===== config.mk =====
export PLATFORM = sky130hd
export DESIGN_NAME = tmds_encoder
export DESIGN_NICKNAME = d
export VERILOG_FILES = /design/src/rtl/tmds_pkg.sv /design/src/rtl/tmds_popcount.sv /design/src/rtl/tmds_encoder.sv
export SDC_FILE = /design/constraint.sdc
export NUM_CORES = 1
export LEC_CHECK = 0
export BUFFER_PORTS_ARGS = -buffer_cell sky130_fd_sc_hd__buf_2
export CAP_MARGIN = 10
export CORE_MARGIN = 3
export CORE_UTILIZATION = 59
export CTS_CLUSTER_SIZE = 25
export DETAILED_ROUTE_END_ITERATION = 8
export MAX_ROUTING_LAYER = met4
export PLACE_DENSITY = 0.84
export SLEW_MARGIN = 20
export SYNTH_ARGS = -nofsm -noshare
export SYNTH_HDL_FRONTEND = slang
export SYNTH_SLANG_ARGS = --single-unit

===== constraint.sdc =====
create_clock -name pixel_clk -period 10.4 [get_ports pixel_clk]
set_input_delay 1.56 -clock pixel_clk [delete_from_list [all_inputs] [get_ports pixel_clk]]
set_output_delay 1.56 -clock pixel_clk [all_outputs]
set_load 0.005 [all_outputs]

===== src/rtl/tmds_pkg.sv =====
// Shared constants for the TMDS channel encoder: control tokens, pipeline depth
// and the disparity bound that the encoding algorithm guarantees.
package tmds_pkg;

  localparam logic [9:0] CTRL_TOKEN_00 = 10'h354;
  localparam logic [9:0] CTRL_TOKEN_01 = 10'h0AB;
  localparam logic [9:0] CTRL_TOKEN_10 = 10'h154;
  localparam logic [9:0] CTRL_TOKEN_11 = 10'h2AB;

  localparam int TMDS_LATENCY = 3;
  localparam int DISP_MAX     = 8;

  function automatic logic [9:0] ctrl_token(input logic [1:0] c);
    logic [9:0] tok;
    case (c)
      2'b00:   tok = CTRL_TOKEN_00;
      2'b01:   tok = CTRL_TOKEN_01;
      2'b10:   tok = CTRL_TOKEN_10;
      default: tok = CTRL_TOKEN_11;
    endcase
    return tok;
  endfunction

endpackage


===== src/rtl/tmds_popcount.sv =====
// Combinational ones-counter for an 8-bit word (result 0..8).
module tmds_popcount (
  input  logic [7:0] data_i,
  output logic [3:0] count_o
);

  always_comb begin
    count_o = '0;
    for (int i = 0; i < 8; i++) begin
      count_o = count_o + {3'b000, data_i[i]};
    end
  end

endmodule


===== src/rtl/tmds_encoder.sv =====
// One-channel TMDS 8b/10b encoder, three register stages (S1 popcount, S2
// transition-minimised word, S3 DC-balance select and running disparity).
module tmds_encoder
  import tmds_pkg::*;
#(
  parameter int CNT_W = 5
) (
  input  logic       pixel_clk,
  input  logic       sys_rst,
  input  logic       de,
  input  logic       c0,
  input  logic       c1,
  input  logic [7:0] din,
  output logic [9:0] dout
);

  if (CNT_W < 5) begin : g_cnt_w_check
    $error("tmds_encoder: CNT_W must be at least 5");
  end

  // S1: input capture and data popcount
  logic [7:0] din_s1_q;
  logic       de_s1_q;
  logic [1:0] c_s1_q;
  logic [3:0] n1d_s1_q;
  logic [3:0] n1d_d;

  tmds_popcount u_pop_din (
    .data_i  (din),
    .count_o (n1d_d)
  );

  always_ff @(posedge pixel_clk) begin
    if (sys_rst) begin
      din_s1_q <= '0;
      de_s1_q  <= 1'b0;
      c_s1_q   <= '0;
      n1d_s1_q <= '0;
    end else begin
      din_s1_q <= din;
      de_s1_q  <= de;
      c_s1_q   <= {c1, c0};
      n1d_s1_q <= n1d_d;
    end
  end

  // S2: transition minimisation
  logic       xnor_mode;
  logic [8:0] qm_d;
  logic [3:0] n1q_d;
  logic [3:0] n0q_d;
  logic [8:0] qm_s2_q;
  logic [3:0] n1q_s2_q;
  logic [3:0] n0q_s2_q;
  logic       de_s2_q;
  logic [1:0] c_s2_q;

  assign xnor_mode = (n1d_s1_q > 4'd4) || ((n1d_s1_q == 4'd4) && !din_s1_q[0]);

  always_comb begin
    qm_d    = '0;
    qm_d[0] = din_s1_q[0];
    for (int i = 1; i < 8; i++) begin
      qm_d[i] = xnor_mode ? ~(qm_d[i-1] ^ din_s1_q[i]) : (qm_d[i-1] ^ din_s1_q[i]);
    end
    qm_d[8] = ~xnor_mode;
  end

  tmds_popcount u_pop_qm (
    .data_i  (qm_d[7:0]),
    .count_o (n1q_d)
  );

  assign n0q_d = 4'd8 - n1q_d;

  always_ff @(posedge pixel_clk) begin
    if (sys_rst) begin
      qm_s2_q  <= '0;
      n1q_s2_q <= '0;
      n0q_s2_q <= '0;
      de_s2_q  <= 1'b0;
      c_s2_q   <= '0;
    end else begin
      qm_s2_q  <= qm_d;
      n1q_s2_q <= n1q_d;
      n0q_s2_q <= n0q_d;
      de_s2_q  <= de_s1_q;
      c_s2_q   <= c_s1_q;
    end
  end

  // S3: DC balancing; popcounts are zero-extended before going signed
  logic signed [CNT_W-1:0] n1_s;
  logic signed [CNT_W-1:0] n0_s;
  logic signed [CNT_W-1:0] diff_s;
  logic signed [CNT_W-1:0] two_s;
  logic signed [CNT_W-1:0] cnt_q;
  logic signed [CNT_W-1:0] cnt_d;
  logic [9:0]              dout_q;
  logic [9:0]              dout_d;
  logic                    qm8;
  logic                    cnt_zero;
  logic                    cnt_neg;

  assign n1_s     = {{(CNT_W-4){1'b0}}, n1q_s2_q};
  assign n0_s     = {{(CNT_W-4){1'b0}}, n0q_s2_q};
  assign diff_s   = n1_s - n0_s;
  assign two_s    = {{(CNT_W-2){1'b0}}, 2'b10};
  assign qm8      = qm_s2_q[8];
  assign cnt_zero = (cnt_q == '0);
  assign cnt_neg  = cnt_q[CNT_W-1];

  always_comb begin
    dout_d = ctrl_token(c_s2_q);
    cnt_d  = '0;
    if (de_s2_q) begin
      if (cnt_zero || (n1q_s2_q == n0q_s2_q)) begin
        dout_d = {~qm8, qm8, (qm8 ? qm_s2_q[7:0] : ~qm_s2_q[7:0])};
        cnt_d  = qm8 ? (cnt_q + diff_s) : (cnt_q - diff_s);
      end else if ((!cnt_neg && (n1q_s2_q > n0q_s2_q)) ||
                   (cnt_neg && (n0q_s2_q > n1q_s2_q))) begin
        dout_d = {1'b1, qm8, ~qm_s2_q[7:0]};
        cnt_d  = cnt_q + (qm8 ? two_s : '0) - diff_s;
      end else begin
        dout_d = {1'b0, qm8, qm_s2_q[7:0]};
        cnt_d  = cnt_q + diff_s - (qm8 ? '0 : two_s);
      end
    end
  end

  always_ff @(posedge pixel_clk) begin
    if (sys_rst) begin
      dout_q <= '0;
      cnt_q  <= '0;
    end else begin
      dout_q <= dout_d;
      cnt_q  <= cnt_d;
    end
  end

  assign dout = dout_q;

endmodule


Word-level counts from Yosys, hierarchy flattened
Index checks and enable logic that the tools add are counted.
{"block": "word_totals", "reg_bits": 50, "inputBits": 13}
{"block": "op_classes", "add_sub_neg": 22, "order_cmp": 3, "eq_ne": 4, "n_mux": 17, "bitwise_logic": 18, "n_reduce_logical": 11}
{"operator": "adder 4 x 1 -> 4 bit", "count": 12}
{"operator": "2-to-1 mux 10 bit", "count": 3}
{"operator": "one-hot mux 10 bit (3 select lines)", "count": 1}
{"operator": "2-to-1 mux 5 bit", "count": 3}
{"operator": "adder 5 bit", "count": 2}
{"operator": "inverter 1 bit", "count": 10}
{"operator": "subtractor 5 bit", "count": 2}
{"operator": "greater-than comparator 4 bit", "count": 2}
{"operator": "2-to-1 mux 8 bit", "count": 1}
{"operator": "inverter 8 bit", "count": 1}
{"operator": "2-to-1 mux 1 bit", "count": 7}
{"operator": "XOR 1 bit", "count": 7}
{"operator": "adder 5 x 2 -> 5 bit", "count": 1}
{"operator": "logical NOT 5 bit", "count": 1}
{"operator": "subtractor 4 x 4 -> 5 bit", "count": 1}
{"operator": "subtractor 5 x 2 -> 5 bit", "count": 1}
{"operator": "adder 1 x 1 -> 2 bit", "count": 2}
{"operator": "equality test 4 x 3 -> 1 bit, second input constant", "count": 1}
{"operator": "equality test 4 bit", "count": 1}
{"operator": "greater-than comparator 4 x 3 -> 1 bit, second input constant", "count": 1}
{"operator": "2-to-1 mux 2 bit", "count": 2}
{"operator": "subtractor 4 bit, first input constant", "count": 1}
{"operator": "logical AND 1 bit", "count": 3}
{"operator": "logical OR 1 bit", "count": 3}
{"operator": "5 further kinds", "count": 6}

Logic depth before layout (Yosys ltp)
Gate-level depths: netlist of run 1.
{"block": "depth", "word_depth": 24, "mapped_depth": 15, "ltp_nobuf": 14}

Modules after synthesis
Synthesis of run 1 repeated with hierarchy kept, for this count alone.
{"block": "unflattened", "hier_cells": 291, "area_unflattened_um2": 2795.2}
{"mod": "tmds_encoder", "n_inst": 1, "cells_per_inst": 243, "area_each_um2": 2414.8, "seq_area_each_um2": 960.9}
{"mod": "tmds_popcount", "n_inst": 2, "cells_per_inst": 24, "area_each_um2": 190.2, "seq_area_each_um2": 0.0}

Worst setup path before layout of run 1
OpenSTA, ideal clock, no wires.
{"block": "synth_timing", "path_kind": "input to register", "from": "input din[0]", "to": "register n1d_s1_q[1]", "setup_time_ps": 66, "arrival_ps": 3745, "required_ps": 10334, "path_slack_ps": 6588, "stages": 9, "path_buffers": 0, "path_cell_list": "ha_1 -> inv_1 -> fa_1 -> fa_1 -> inv_1 -> fa_1 -> inv_1 -> fa_1 -> nor2_1"}
{"block": "synth_between", "elab_chain_cells": 7}
{"item": "from (decl)", "line_no": "tmds_encoder.sv:13", "source": "input logic [7:0] din,"}
{"item": "adder 1 x 1 -> 2 bit", "line_no": "tmds_popcount.sv:10", "source": "count_o = count_o + {3'b000, data_i[i]};"}
{"item": "adder 4 x 1 -> 4 bit (6 in series)", "line_no": "tmds_popcount.sv:10"}
{"item": "to (signal assigned)", "line_no": "tmds_encoder.sv:43", "source": "n1d_s1_q <= n1d_d;"}
{"item": "to (decl)", "line_no": "tmds_encoder.sv:25", "source": "logic [3:0] n1d_s1_q;"}
No other way between the ends.
A chain may end at the register's enable or synchronous reset.

Final worst setup path of run 1
{"block": "layout_timing", "from": "register din_s1_q[0]", "to": "register n0q_s2_q[1]"}
{"block": "layout_between", "elab_chain_cells": 24}
{"item": "from (decl)", "line_no": "tmds_encoder.sv:22", "source": "logic [7:0] din_s1_q;"}
{"item": "from (signal assigned)", "line_no": "tmds_encoder.sv:40", "source": "din_s1_q <= din;"}
{"item": "branches (longest 22 deep; another with adder 4 x 1 -> 4 bit)"}
{"item": "adder 4 x 1 -> 4 bit *", "line_no": "tmds_popcount.sv:10"}
{"item": "via n1q_d[1]", "line_no": "tmds_encoder.sv:50", "source": "logic [3:0] n1q_d;"}
{"item": "subtractor 4 bit *", "line_no": "tmds_encoder.sv:74", "source": "assign n0q_d = 4'd8 - n1q_d;"}
{"item": "via n0q_d[1]", "line_no": "tmds_encoder.sv:51", "source": "logic [3:0] n0q_d;"}
{"item": "to (signal assigned)", "line_no": "tmds_encoder.sv:86", "source": "n0q_s2_q <= n0q_d;"}
{"item": "to (decl)", "line_no": "tmds_encoder.sv:54", "source": "logic [3:0] n0q_s2_q;"}
Mark *: on every way through the listed nets, which the timed path passes.

==> summary.md, run 1 <==
| Metric | Value |
|---|---|
| First-pass GRT wire length | `roughly 7600 um` |
| IO Port Bufs | `22` |
| Worst-path clk slew | `90 ps` |
| Yosys cell types | `38` |
| Peak supply drop | `between 0.15 and 0.2 mV` |
| CTS resizes | `0` |
| Die height | `74.34 um` |
| Total CTS buffers | `5` |
| Fin nets | `approximately 360` |
| Synthesis Warnings | `0` |
| Routed Wire Length | `4434 um` |
| Most frequent cells in the layout | `dfxtp_1 (48), inv_1 (35), ha_1 (29), nor2_1 (25), buf_2 (22)` |
| Mean Syn Cell Area | `9.566 sq um` |
| Hold Path Class | `flip-flop to flip-flop` |
| Async SR Flop Fraction | `0%` |
| GRT Total Usage | `between 10% and 20%` |
| GP Congestion | `0.7924` |
| CTS tree | `built` |
| Post-synth EDFFs | `0` |
| Hold buffer count at cts | `0` |
| Initial antenna violation count | `0` |
| GRT busiest layer | `met2` |
| Worst setup EP type | `flip-flop` |
| Full die area | `5526 sq um` |
| Synth Register Bits | `48` |
| Met3 Use GR | `about 4.3%` |
| Vias per cell | `5.182` |
| RSZ-0062 raised after global routing | `false` |
| N_diodes | `0` |
| Commonest non-fill, non-tap cell in the layout | `dfxtp_1` |
| First DRT Iteration DRCs | `77` |
| Post-detail-place hpwl | `3284 um` |
| Clock Latency Late Sink | `300 ps` |
| Area delta synth->final | `9.491%` |
| Slew HR | `58.75%` |
| Syn Nets | `343` |
| FF-to-FF Start | `din_s1_q[0]` |
| DP Cell Count | `354` |
| Setup violation total in the final timing report | `0` |
| CP Max Fanout | `6` |
| DRC viols | `0` |
| Critical path data required time | `10570 ps` |
| Worst clock skew | `slightly below 7 ps` |
| Post-Syn Area | `~2800 sq um` |
| Tmin final | `~3900 ps` |
| CP startpoint kind | `flip-flop` |
| Status | `complete, no violations` |
| Post-CTS setup buffer count | `0` |
| DR WL/cell | `12.25 um` |
| Mapped Cells | `around 290` |
| Vias | `approximately 1.9k` |
| Setup TNS | `0 ps` |
| Worst Path Arrival | `approximately 4100 ps` |
| Rows | `24` |
| Met2 usage | `29.43%` |
| Maxcap violations | `0` |
| Die X | `approximately 74 um` |
| Largest net degree at the start of global routing | `39` |
| H-tree depth | `2` |
| Kind of critical path | `flip-flop to flip-flop` |
| Gr ovfl total | `0` |
| Antenna-violating nets left | `0` |
| Main synth FF type | `dfxtp_1` |
| Num ports | `23` |
| Grt met1 use | `between 20% and 30%` |
| Initial core utilization | `between 60% and 70%` |
| CTS root buffer | `clkbuf_8` |
| LEAKAGE | `about 1.4 nW` |
| Final hold viol count | `0` |
| Period utilisation layout | `a little under two fifths` |
| Worst Tran Pin Value | `618.8 ps` |
| Final Util | `67.88%` |
| DR pass1 iterations | `4` |
| Sink Count | `48` |
| PD cells | `~330 nW/um^2` |
| Bufs on Longest Clock Path | `2` |
| R2R setup slack | `6470 ps` |
| CP startpoint | `din_s1_q[0]` |
| Core ar. | `4444 sq um` |
| Register area share after synthesis | `34.88%` |
| Non-filler cells, final | `362` |
| Achievable frequency | `254.7 MHz` |
| Slew Limit Fails | `0` |
| Vias in the first global route | `1753` |
| Layout cells sized above 1 | `between 10% and 20%` |
-- Yosys cell counts, types with 3 or more instances --
master,number,area share [%]
dfxtp_1,48,35
nand2_1,8,1.1
a21o_1,3,0.82
clkbuf_1,8,1.1
fa_1,13,9.4
or2_2,4,0.91
nor3_1,6,1.1
inv_1,35,4.8
nor2b_1,20,4.5
o211ai_1,3,0.82
o21ai_0,4,0.73
xor2_1,17,5.4
nand3_1,3,0.54
nor4b_1,3,0.95
ha_1,29,13
a211oi_1,5,1.4
a21oi_1,18,3.3
nor2_1,25,3.4
xnor2_1,13,4.1
-- final timing paths --
kind,cells after the start,to
max reg2reg,12,n0q_s2_q[1]
max,12,n0q_s2_q[1]
min reg2reg,2,flip-flop
min,2,flip-flop
-- critical path, cell delays in order, from the launching register on --
cell and delay [ps]:
dfxtp_1 450, and2b_1 170, o2bb2ai_2 130, xnor3_2 420, xor2_2 220, fa_1 500, inv_1 50, fa_1 460
fa_1 410, fa_1 520, inv_1 60, ha_1 270, nor2b_1 120
-- cell type report --
type                            instances  area [sq um]
Clock buffer                            5         68.82
Multi-Input combinational cell        197          1633
Timing Repair Buffer                   22         110.1
Fill cell                             344          1428
Inverter                               35         131.4
Sequential cell                        48         960.9
Tap cell                               52         65.06
Clock inverter                          3         47.55
-- per-stage QoR --
step | hold slack, ps | total power, mW | area, sq um | setup slack [ps]
after floorplan | 403.2 | 0.7676 | 2755 | 6588
after global placement | 418.4 | 0.8514 | 2900 | 6444
after detailed placement | 422.2 | 0.8688 | 2900 | 6399
after CTS | 435.5 | 1.017 | 3017 | 6459
after global routing | 466.1 | 1.124 | 3017 | 6287
final | 428.7 | 1.009 | 3017 | 6473
-- per-layer routing --
metal  share of wire [%]  wire length [um]
met5                   0                 0
met4                0.74                33
met3                 3.9               174
met2                  48              2144
met1                  47              2081
-- flip-flops by register name, summed over array words and instances, names as in the netlist, named ones only --
signal	flops
c_s1_q	2
c_s2_q	2
cnt_q	4
de_s1_q	1
de_s2_q	1
din_s1_q	8
dout	10
n0q_s2_q	3
n1d_s1_q	4
n1q_s2_q	3
qm_s2_q	9
-- logic make-up (layout without fill, tap and decap cells) --
family	Yosys count	after routing	share of synthesized area [%]
XOR/XNOR	32	32	10.99
flip-flops	48	48	34.88
buffers and inverters	43	65	5.858
AO/OA/AOI/OAI	41	41	9.491
adder cells (fa/ha/maj)	42	42	22.62
AND/OR/NAND/NOR	81	81	15.80
multiplexers	1	1	0.3633
-- power breakdown --
part / total, mW / internal, mW / switching, mW
clock network: 0.137 / 0.0724 / 0.0641
registers: 0.227 / 0.213 / 0.0138
logic: 0.646 / 0.293 / 0.352
total: 1.01 / 0.579 / 0.430
No activity file was read; power rests on OpenSTA's default activity.
==> run 2, diff against run 1 <==
--- a/config.mk
+++ b/config.mk
@@ -8,11 +8,11 @@
 export BUFFER_PORTS_ARGS = -buffer_cell sky130_fd_sc_hd__buf_2
 export CAP_MARGIN = 10
 export CORE_MARGIN = 3
-export CORE_UTILIZATION = 59
+export CORE_UTILIZATION = 54
 export CTS_CLUSTER_SIZE = 25
 export DETAILED_ROUTE_END_ITERATION = 8
 export MAX_ROUTING_LAYER = met4
-export PLACE_DENSITY = 0.84
+export PLACE_DENSITY = 0.81
 export SLEW_MARGIN = 20
 export SYNTH_ARGS = -nofsm -noshare
 export SYNTH_HDL_FRONTEND = slang
==> constraint.sdc (replaced) <==
create_clock -name pixel_clk -period 3.3 [get_ports pixel_clk]
set_input_delay 0.495 -clock pixel_clk [delete_from_list [all_inputs] [get_ports pixel_clk]]
set_output_delay 0.495 -clock pixel_clk [all_outputs]
set_load 0.005 [all_outputs]
==> run 2 against run 1 <==
Effect of this change:
- the flow now finishes with violations (negative setup slack)
- sequential power grew to 3.2 times the previous value
- clock power rose to 2.5 times the previous value
- count of clock-buffer cells in the layout rose by 1
- combinational power rose to 4.1 times the previous value
- power grew to 3.7 times the previous value
- critical path depth stayed put
- sequential share of layout area is 2.0 points lower
- critical path type unchanged
- critical endpoint unchanged
- largest cell class unchanged
- largest power group unchanged
==> summary.md, run 2 (synthesis results as in run 1) <==
| Metric | Value |
|---|---|
| Initial antenna violation count | `0` |
| LEAKAGE | `1.528 nW` |
| Slew Limit Fails | `0` |
| Slowest-stage cell, CP | `fa_2` |
| Area of the multi-input gates | `1707 sq um` |
| Vias | `roughly 1.9k` |
| Initial core utilization | `~57%` |
| Flop pwr share | `19.3%` |
| Hold Path End | `c_s1_q[0]` |
| Final hold viol count | `0` |
| Worst-path clk slew | `about 80 ps` |
| GP Congestion | `0.8564` |
| Clock power share | `9.3%` |
| Worst-path cell chain | `and2b_1 -> o2bb2ai_2 -> xnor3_2 -> xor2_2 -> fa_1 -> inv_2 -> fa_1 -> fa_2 -> fa_2 -> inv_2 -> ha_4 -> nor2b_1` |
| CP delay by family, top | `adder cells` |
| Vias in the first global route | `1871` |
| Post-detail-place hpwl | `3533 um` |
| Net Sw Power | `between 1.5 and 2 mW` |
| Buffer and inverter count on the worst path | `2` |
| Setup violation total in the final timing report | `6` |
| Non-filler cells, final | `395` |
| Bufs on Longest Clock Path | `2` |
| Kind of critical path | `flip-flop to flip-flop` |
| Total CTS buffers | `5` |
| Area delta synth->final | `17.12%` |
| Cells on Worst Hold Path | `2` |
| Status | `finished with violations` |
| Period utilisation layout | `111.5%` |
| IO Port Bufs | `22` |
| Worst Slack Setup Final | `-379.8 ps` |
| Layout cells sized above 1 | `21.34%` |
| Worst r2r path cells | `12` |
| R2R setup slack | `-380 ps` |
| Core ar. | `4817 sq um` |
| H-tree depth | `2` |
| Levels on crit path | `12` |
| CTS root buffer | `clkbuf_8` |
| Cell-internal power | `2.167 mW` |
| Commonest non-fill, non-tap cell in the layout | `dfxtp_1` |
| Maxcap violations | `0` |
| CP Max Fanout | `3` |
| First-pass GRT wire length | `7872 um` |
| Rows | `25` |
| Most frequent cells in the layout | `dfxtp_1 (46), inv_1 (33), ha_1 (28), nor2_1 (25), buf_2 (22)` |
| Die height | `77.43 um` |
| Largest net degree at the start of global routing | `39` |
| GRT Total Usage | `16.74%` |
| Register area | `963.4 sq um` |
| CTS tree | `built` |
| Achievable frequency | `271.8 MHz` |
| Slew HR | `58.54%` |
| Fill count | `~380` |
| Slowest cell delay on critical path | `550 ps` |
| N_diodes | `0` |
| Setup TNS | `-1630 ps` |
| Switch share | `41.76%` |
| Worst setup EP type | `flip-flop` |
| DR pass1 iterations | `4` |
| Min-delay src | `c0` |
| DP Cell Count | `382` |
| DR WL/cell | `11.39 um` |
| Number of flip-flops in the largest register | `10` |
| First DRT Iteration DRCs | `70` |
| Routed Wire Length | `4501 um` |
| PD cells | `around 1200 nW/um^2` |
| Failing checks | `negative setup slack` |
| Full die area | `5995 sq um` |
| Die X | `77.43 um` |
| CP startpoint kind | `flip-flop` |
| Vias per cell | `between 4 and 5` |
| Worst clock skew | `4.357 ps` |
| Hold Path Class | `input port to flip-flop` |
| Antenna-violating nets left | `0` |
| Critical R2R Capture | `n0q_s2_q[1]` |
| Worst Tran Pin Value | `about 620 ps` |
| Sink Count | `48` |
| DRC viols | `0` |
| Fin nets | `382` |
| RSZ-0062 raised after global routing | `true` |
| Critical path data required time | `around 3500 ps` |
| Clock Latency Late Sink | `300 ps` |
| Gr ovfl total | `0` |
| Worst Path Arrival | `between 3000 and 4000 ps` |
| Comb pwr share | `between 70 and 80%` |
| Tmin final | `3680 ps` |
| Worst slack at placement | `-459.8 ps` |
| Peak supply drop | `0.5862 mV` |
| FF-to-FF Start | `n1d_s1_q[3]` |
| Num ports | `23` |
run 2: worst max path at each step:
stage / start / to / slack [ps]
5_1_grt: din_s1_q[2] / n0q_s2_q[3] / -540
6_report: n1d_s1_q[3] / n0q_s2_q[1] / -380
2_1_floorplan: din_s1_q[2] / n0q_s2_q[1] / -380
3_3_place_gp: din_s1_q[2] / n0q_s2_q[1] / -370
4_1_cts: n1d_s1_q[3] / n0q_s2_q[1] / -380
3_5_place_dp: din_s1_q[2] / n0q_s2_q[1] / -460
run 2: routing by layer:
| layer | track usage (%) | wire length [um] | vias up |
|---|---|---|---|
| met5 | - | 0 | - |
| li1 | - | - | 1004 |
| met2 | 29.79 | 2341 | 31 |
| met3 | 4.524 | 175 | 6 |
| met4 | 4.804 | 53 | 0 |
| met1 | 18.32 | 1931 | 900 |
run 2: area by class of cell:
| type | count | area share [%] |
|---|---|---|
| clock buffer | 6 | 2.559 |
| clock inverter | 2 | 0.3102 |
| inverter | 35 | 4.071 |
| multi-input combinational | 197 | 52.89 |
| sequential | 48 | 29.86 |
| tap | 67 | 2.598 |
| timing repair buffer | 40 | 7.716 |
run 2: metrics by stage:
step / util (%) / total power, mW / hold WS, ps / area (sq um)
2_1_floorplan: - / 2.456 / 403.2 / 2776
3_3_place_gp: 63.06 / 2.802 / 417.1 / 3038
3_5_place_dp: 63.06 / 2.911 / 421.2 / 3038
4_1_cts: 65.32 / 3.356 / 395.2 / 3147
5_1_grt: 66.99 / 4.107 / 401.9 / 3227
6_report: 66.99 / 3.721 / 401.6 / 3227
run 2: power by group through the flow:
stage          combinational [mW]  sequential (mW)  clock (mW)
6_report                     2.66            0.718       0.347
5_1_grt                      3.00            0.728       0.383
4_1_cts                      2.28            0.718       0.356
3_5_place_dp                 2.18            0.731           0
3_3_place_gp                 2.08            0.726           0
2_1_floorplan                1.74            0.720           0
run 2: worst reg2reg max path, delay by kind of cell (launching register included):
| family | cells | cell delay (ps) |
|---|---|---|
| adder cells (fa/ha/maj) | 5 | 2110 |
| AO/OA/AOI/OAI | 1 | 140 |
| buffers and inverters | 2 | 90 |
| AND/OR/NAND/NOR | 2 | 300 |
| XOR/XNOR | 2 | 570 |
| flip-flops | 1 | 330 |
run 2: what timing repair did:
action	in CTS	in global routing
hold buffers	0	0
endpoints found under the setup margin	5	6
setup buffers	2	3
resized for setup	2	11
pin swaps	3	1
==> run 3, diff against run 2 <==
--- a/config.mk
+++ b/config.mk
@@ -5,14 +5,14 @@
 export SDC_FILE = /design/constraint.sdc
 export NUM_CORES = 1
 export LEC_CHECK = 0
-export BUFFER_PORTS_ARGS = -buffer_cell sky130_fd_sc_hd__buf_2
 export CAP_MARGIN = 10
 export CORE_MARGIN = 3
-export CORE_UTILIZATION = 54
+export CORE_UTILIZATION = 57
 export CTS_CLUSTER_SIZE = 25
 export DETAILED_ROUTE_END_ITERATION = 8
+export DONT_BUFFER_PORTS = 1
 export MAX_ROUTING_LAYER = met4
-export PLACE_DENSITY = 0.81
+export PLACE_DENSITY = 0.8
 export SLEW_MARGIN = 20
 export SYNTH_ARGS = -nofsm -noshare
 export SYNTH_HDL_FRONTEND = slang
==> run 3 against run 2 <==
Effect of this change:
- the run still ends with negative setup slack left
- register-to-register slack barely moved
- die area is 4.9% lower
- utilization rose by 1.1 points
- clock skew is 2.4 ps higher
- critical path depth is 1 higher
- routed wire length up 1.8%
- global-route usage up 2.2 points
- setup slack lost 3.1 ps
- fmax is essentially flat
- count of clock-buffer cells in the layout decreased by 1
- largest power group unchanged
==> summary.md, run 3 (synthesis results as in run 1) <==
| Metric | Value |
|---|---|
| Status | `finished with violations` |
| Failing checks | `negative setup slack` |
| N_diodes | `0` |
| Period utilisation layout | `111.6%` |
| LEAKAGE | `roughly 1.4 nW` |
| Worst setup EP type | `flip-flop` |
| Most frequent cells in the layout | `dfxtp_1 (46), inv_1 (34), ha_1 (28), nor2_1 (24), nor2b_1 (19)` |
| Antenna-violating nets left | `0` |
| Worst Path Arrival | `3880 ps` |
| Fill count | `353` |
| GP Congestion | `0.8520` |
| IO Port Bufs | `0` |
| Sink Count | `48` |
| Vias | `1850` |
| Vias in the first global route | `around 1.8k` |
| Total Power | `3.691 mW` |
| Initial antenna violation count | `0` |
| First-pass GRT wire length | `between 7000 and 8000 um` |
| First DRT Iteration DRCs | `between 40 and 50` |
| DRC viols | `0` |
| Num ports | `23` |
| Highest routed layer | `met4` |
| PD cells | `1203 nW/um^2` |
| Total CTS buffers | `5` |
| Worst Slack Setup Final | `-382.9 ps` |
| Register area | `963.4 sq um` |
| Commonest non-fill, non-tap cell in the layout | `dfxtp_1` |
| Full die area | `about 5700 sq um` |
| Met2 wire length | `2338 um` |
| Design Area, Final | `3068 sq um` |
| Slew HR | `68.10%` |
| Number of flip-flops in the largest register | `10` |
| Layout cells sized above 1 | `14.24%` |
| M1 WL | `2033 um` |
| GRT Total Usage | `around a fifth` |
| Tmin final | `~3700 ps` |
| Hold Path Class | `input port to flip-flop` |
| CP Max Fanout | `3` |
| Hold buffer count at cts | `0` |
| Post-detail-place hpwl | `3617 um` |
| Die X | `75.53 um` |
| Slew Limit Fails | `0` |
| CTS root buffer | `clkbuf_8` |
| DR WL/cell | `12.94 um` |
| Setup TNS | `-1536 ps` |
| DP Cell Count | `343` |
| Gr ovfl total | `0` |
| Maxcap violations | `0` |
| Area of the multi-input gates | `around 1700 sq um` |
| Placed instance area | `2894 sq um` |
| Initial core utilization | `61.17%` |
| Worst-path clk slew | `~90 ps` |
| Critical path data required time | `3500 ps` |
| Rows | `24` |
| CP startpoint kind | `flip-flop` |
| Core ar. | `4504 sq um` |
| Area delta synth->final | `11.35%` |
| H-tree depth | `2` |
| Non-filler cells, final | `354` |
| Vias per cell | `5.226` |
| Kind of critical path | `flip-flop to flip-flop` |
| Met3 WL | `142 um` |
| Die height | `around 76 um` |
| Final hold viol count | `0` |
| Fin nets | `356` |
| CTS tree | `built` |
| Setup violation total in the final timing report | `5` |
| Worst Tran Pin Value | `roughly 480 ps` |
| DR pass1 iterations | `5` |
| Clock Latency Late Sink | `300 ps` |
| RSZ-0062 raised after global routing | `true` |
| Worst clock skew | `6.801 ps` |
| Largest net degree at the start of global routing | `39` |
| Worst-case hold slack | `250.1 ps` |
| Peak supply drop | `between 0.7 and 0.8 mV` |
| Bufs on Longest Clock Path | `2` |
| Achievable frequency | `271.5 MHz` |
| Routed Wire Length | `4580 um` |
[run 3: report_power, final]
part,switching [mW],internal (mW),total (mW)
Combinational,1.26,1.29,2.55
Clock,0.194,0.228,0.422
Sequential,0.0498,0.672,0.722
[run 3: per-stage QoR]
stage                     setup slack (ps)  utilization [%]
after global placement              -346.1            64.25
after floorplan                     -376.1                -
after global routing                -496.0            68.11
after detailed placement            -422.2            64.25
final                               -382.9            68.11
after CTS                           -374.5            67.39
[run 3: area by class of cell]
| class | instances | share of cell area, % |
|---|---|---|
| clock buffers | 5 | 2.243 |
| well taps | 52 | 2.121 |
| inverters | 35 | 4.282 |
| repair buffers | 14 | 3.426 |
| multi-input cells | 197 | 55.02 |
| clock inverters | 3 | 1.509 |
| flip-flops and latches | 48 | 31.40 |
[run 3: worst paths after layout]
| path | from | depth (start not counted) | slack, ps | to |
|---|---|---|---|---|
| max reg2reg | n1d_s1_q[3] | 13 | -380 | n0q_s2_q[2] |
| min | sys_rst | 1 | 250 | c_s1_q[1] |
| max | n1d_s1_q[3] | 13 | -380 | n0q_s2_q[2] |
| min reg2reg | flip-flop | 2 | 430 | flip-flop |
[run 3: what timing repair did]
item                                    in CTS  in global routing
buffers inserted                             1                  2
endpoints found under the setup margin       5                  5
pin swaps                                    4                  0
gates resized for setup                      5                  4
[run 3: routing by layer]
metal / GRT usage [%] / up-vias
met5: - / -
met1: 22.27 / 857
li1: - / 952
met2: 31.64 / 35
met4: 7.573 / 0
met3: 4.090 / 6
[run 3: worst max-delay path, stage by stage (launching register included)]
cell	delay, ps
dfxtp_2	340
and2b_1	190
o2bb2ai_2	140
xnor3_2	400
xor2_2	170
fa_1	500
inv_1	60
fa_1	470
fa_2	360
fa_1	530
inv_2	70
ha_4	160
xnor2_2	140
nor2_1	60
